==> src/rtl/traffic_intersection_ctrl.sv <==
// traffic_intersection_ctrl: timed main/side phase scheduler with pedestrian walk service.
// Optional EMERG_PREEMPT_EN adds the emerg preempt input.
module traffic_intersection_ctrl #(
    parameter int TW             = 8,
    parameter int GREEN_MAIN_CYC = 20,
    parameter int GREEN_SIDE_CYC = 10,
    parameter int YELLOW_CYC     = 4,
    parameter int ALLRED_CYC     = 2
) (
    input  logic       clk,
    input  logic       reset,
    input  logic       car_side,
    input  logic       ped_req,
`ifdef EMERG_PREEMPT_EN
    input  logic       emerg,
`endif
    output logic [1:0] light_main,
    output logic [1:0] light_side,
    output logic       walk,
    output logic       ped_pending,
    output logic [2:0] state_dbg
);
    typedef enum logic [2:0] {
        MAIN_GREEN  = 3'd0,
        MAIN_YELLOW = 3'd1,
        ALLRED_1    = 3'd2,
        SIDE_GREEN  = 3'd3,
        SIDE_YELLOW = 3'd4,
        ALLRED_2    = 3'd5
    } state_t;
    state_t        state, state_n;
    logic [TW-1:0] timer, timer_n;
    logic          expired, serve, walk_n, ped_n, emg;
`ifdef EMERG_PREEMPT_EN
    assign emg = emerg;
`else
    assign emg = 1'b0;
`endif
    assign expired = timer == '0;
    function automatic logic [TW-1:0] load(input state_t s);
        return s == MAIN_GREEN ? TW'(GREEN_MAIN_CYC - 1) :
               s == SIDE_GREEN ? TW'(GREEN_SIDE_CYC - 1) :
               (s == MAIN_YELLOW || s == SIDE_YELLOW) ? TW'(YELLOW_CYC - 1) :
               TW'(ALLRED_CYC - 1);
    endfunction
    always_comb begin
        state_n = state;
        case (state)
            MAIN_GREEN:  if (expired && (car_side || ped_pending) && !emg) state_n = MAIN_YELLOW;
            MAIN_YELLOW: if (expired) state_n = ALLRED_1;
            ALLRED_1:    if (expired) state_n = emg ? ALLRED_2 : SIDE_GREEN;
            SIDE_GREEN:  if (expired || emg) state_n = SIDE_YELLOW;
            SIDE_YELLOW: if (expired) state_n = ALLRED_2;
            ALLRED_2:    if (expired) state_n = MAIN_GREEN;
            default:     state_n = ALLRED_2;
        endcase
        timer_n = state_n != state ? load(state_n) : expired ? timer : timer - TW'(1);
        // The pending request (or one arriving on this very edge) is served as walk.
        serve  = state == ALLRED_1 && state_n == SIDE_GREEN;
        walk_n = serve ? (ped_pending | ped_req) :
                 (state == SIDE_GREEN && state_n == SIDE_YELLOW) ? 1'b0 : walk;
        ped_n  = serve ? 1'b0 : (ped_req && !walk) ? 1'b1 : ped_pending;
    end
    always_ff @(posedge clk or posedge reset) begin
        if (reset) begin
            state       <= ALLRED_2;
            timer       <= TW'(ALLRED_CYC - 1);
            walk        <= 1'b0;
            ped_pending <= 1'b0;
        end else begin
            state       <= state_n;
            timer       <= timer_n;
            walk        <= walk_n;
            ped_pending <= ped_n;
        end
    end
    assign light_main = state == MAIN_GREEN ? 2'b01 : state == MAIN_YELLOW ? 2'b10 : 2'b00;
    assign light_side = state == SIDE_GREEN ? 2'b01 : state == SIDE_YELLOW ? 2'b10 : 2'b00;
    assign state_dbg  = state;
endmodule

==> config.mk <==
export PLATFORM = sky130hd
export DESIGN_NAME = traffic_intersection_ctrl
export DESIGN_NICKNAME = d
export VERILOG_FILES = /design/src/rtl/traffic_intersection_ctrl.sv
export SDC_FILE = /design/constraint.sdc
export NUM_CORES = 1
export LEC_CHECK = 0
export ABC_CLOCK_PERIOD_IN_PS = 5100
export CAP_MARGIN = 20
export CORE_MARGIN = 2
export CORE_UTILIZATION = 50
export DETAILED_ROUTE_END_ITERATION = 7
export GPL_TIMING_DRIVEN = 0
export PLACE_DENSITY = 0.74
export SLEW_MARGIN = 20
export SYNTH_ARGS = -nofsm -noshare
export SYNTH_HDL_FRONTEND = slang
export SYNTH_SLANG_ARGS = --single-unit
==> constraint.sdc <==
create_clock -name clk -period 5.1 [get_ports clk]
set_clock_uncertainty 0.1 [all_clocks]
set_input_delay 1.02 -clock clk [delete_from_list [all_inputs] [get_ports clk]]
set_output_delay 1.02 -clock clk [all_outputs]
set_load 0.1 [all_outputs]
==> run metrics <==
P&R area growth vs syn=21.77%; drt drc=0; Fmax=between 0.2 and 0.3 GHz; Placed Area=around 900 um^2; critical setup path kind=reg -> out; CTS buffer count=3; Cell Chain, Critical Path=clkbuf_1 -> nor3b_1 -> clkdlybuf4s50_1; Chip Width=~43 um; reg2reg start=timer[1]; vias=around 710; Core ar.=about 0.0015 mm^2; Comb power frac=3.0%; reg2reg setup slack=around 3000 ps; number of global-route vias before repair=about 650; GR Util All Layers=a little over a fifth; Finished Cell Area=930.9 um^2; worst hold path startpoint=walk; gr ovfl total=0; Fin. Hold Viols=0; Antenna Violating Nets Remaining=0; deepest level of the CTS H-tree=1; drt via density=about 6.1; post-CTS resize count=0; Worst Setup End Kind=primary output; 1st-iter DRT viols=15; Crit-path slowest cell=clkdlybuf4s50_1; Clock Tree Buf Depth=2; clk sink count=13; die height=~43 um; Max FO, Critical Path=10; Pint=between 100 and 150 uW; critical path's top delay family=buffers and inverters; Buf/Inv on CP=2; root buf cell=clkbuf_4; sequential fraction of the synthesis area=a little over two fifths; unrepaired setup endpoints after global routing=false; Syn Inst Count=slightly above 80; register share of total power=around three fifths; Rows=14; Crit. Startpoint=state_dbg[2]; initial antenna violation count=0; Placer Congestion=roughly 0.80; layout cells sized above 1=around 11%; CTS tree=built; critical path required time=between 3000 and 4000 ps; pin count of the biggest net entering global routing=14; CP max stage delay=1160 ps; Startpoint Class=flip-flop; total negative slack=0 ps; final worst-path cycle share=73.78%; Least-Margin Pin Slew=roughly 970 ps; Synthesis Warnings=0; Sw Ratio=between 20% and 30%; IO Pins=13; commonest non-fill, non-tap cell in the layout=clkdlybuf4s50_1; PortBufs=12; clock power share=between 30% and 40%; clk_lat worst skew=280 ps; TritonRoute pass-1 iters=5; Syn Nets=88; hpwl dp=1180 um; Cell variety after synth=35; Leakage=~0.38 nW; Routed WL per cell=around 15 um; Synth Register Bits=13; Initial Utilization=51.96%; Data arrival, critical path=about 2600 ps; final slew viol count=0; Finish-stage setup viols=0; nets@finish=105; status=finished clean; first-pass GRT wire length=roughly 2900 um; clock slew at reported path FFs=90 ps; Post-Syn Area per Cell=slightly above 9 um^2; most frequent cells in the layout=12 x clkdlybuf4s50_1, 10 x a21oi_1, 10 x dfrtp_1; Hold Crit Class=reg -> reg; pwr/cell area=about 190 mW/mm^2; diode count=0; Max rail drop VDD=a little over 0.0001 V; Sw Pwr=39.54 uW; die area=about 0.0019 mm^2; Slew headroom=around a third; max-cap violation count=0; synthesized cell area=764.5 um^2; Final Critical Period=around 3800 ps; buffers inserted by post-CTS timing repair=0; Post-Route WL=between 1500 and 2000 um; cts hold-fix bufs=0
[Yosys cell counts (all sizes together)]
master	instances	area, um^2
a2111o	1	11.26
a211oi	1	7.510
a21o	1	7.510
a21oi	10	50.05
a221oi	1	8.760
a22oi	1	7.510
clkbuf	3	11.26
dfrtp	10	250.2
dfstp	3	78.83
ha	1	12.51
inv	5	18.77
nand2	5	21.27
nand2b	3	18.77
nand3	2	10.01
nand3b	1	7.510
nor2	7	26.28
nor2b	1	6.260
nor3	4	20.02
nor3b	1	7.510
nor4	2	12.51
nor4b	1	23.77
o21ai	4	20.02
o22ai	1	6.260
o31ai	1	7.510
o32a	1	10.01
o41ai	1	8.760
or2	1	6.260
or2b	1	7.510
or3	2	12.51
or4	2	18.77
or4b	1	13.76
xnor2	3	26.28
xor2	1	8.760
[kinds of logic after synthesis]
family / share of synthesized area, %
compound gates: 18.99
xor+xnor: 4.583
fa+ha+maj: 1.636
buf+inv: 3.928
flops: 43.04
simple gates: 27.83
[per-stage QoR]
stage               worst slack, ps  power (mW)  std cells  utilization [%]  hold WS (ps)
floorplan                     543.2      0.1073         83                -         438.0
global route                   1242      0.1817        115            63.27         511.8
detailed placement             1653      0.1104        111            61.48         449.0
global placement               1663      0.1105        111            61.48         416.4
CTS                            1347      0.1759        115            63.27         469.2
finish                         1337      0.1755        115            63.27         456.8
[flip-flops by register name, indices dropped and copies added, names as in the netlist]
signal / flops
timer: 8
state_dbg: 3
ped_pending: 1
walk: 1
[per-layer routing]
layer | vias to the layer above | wire (um) | GRT usage (%)
li1 | 336 | - | -
met1 | 344 | 834 | 31.34
met2 | 23 | 769 | 30.45
met3 | 4 | 73 | 5.106
met4 | 0 | 21 | 7.273
met5 | - | 0 | 0
[final cells by class]
cell class                 instances  area, um^2
sequential                        13       329.1
fill                             143       540.5
tap                               16       20.02
clock buffer                       4       26.28
timing repair buffer              12       120.1
multi-input combinational         62       405.4
inverter                           5       18.77
buffer                             3       11.26
[path summary, 6_finish.rpt]
check	cells past startpoint	end
worst min register to register	2	walk
worst max-delay path	3	light_side[1]
worst min-delay path	2	walk
worst max register to register	6	timer[7]
max in group asynchronous	2	state_dbg[2]
min in group asynchronous	2	timer[2]
[worst min-delay path, delay by kind of cell (launching register included)]
| kind | cells | cell delay [ps] |
|---|---|---|
| DFF | 1 | 370 |
| AOI/OAI and AO/OA | 2 | 150 |
[power by group through the flow]
stage                     clock network, mW  logic [mW]  registers, mW
after floorplan                           0     0.00219          0.105
after global placement                    0     0.00542          0.105
after detailed placement                  0     0.00537          0.105
after CTS                            0.0674     0.00538          0.103
after global routing                 0.0727     0.00594          0.103
final                                0.0672     0.00520          0.103
Power figures use the tool's default switching activity.
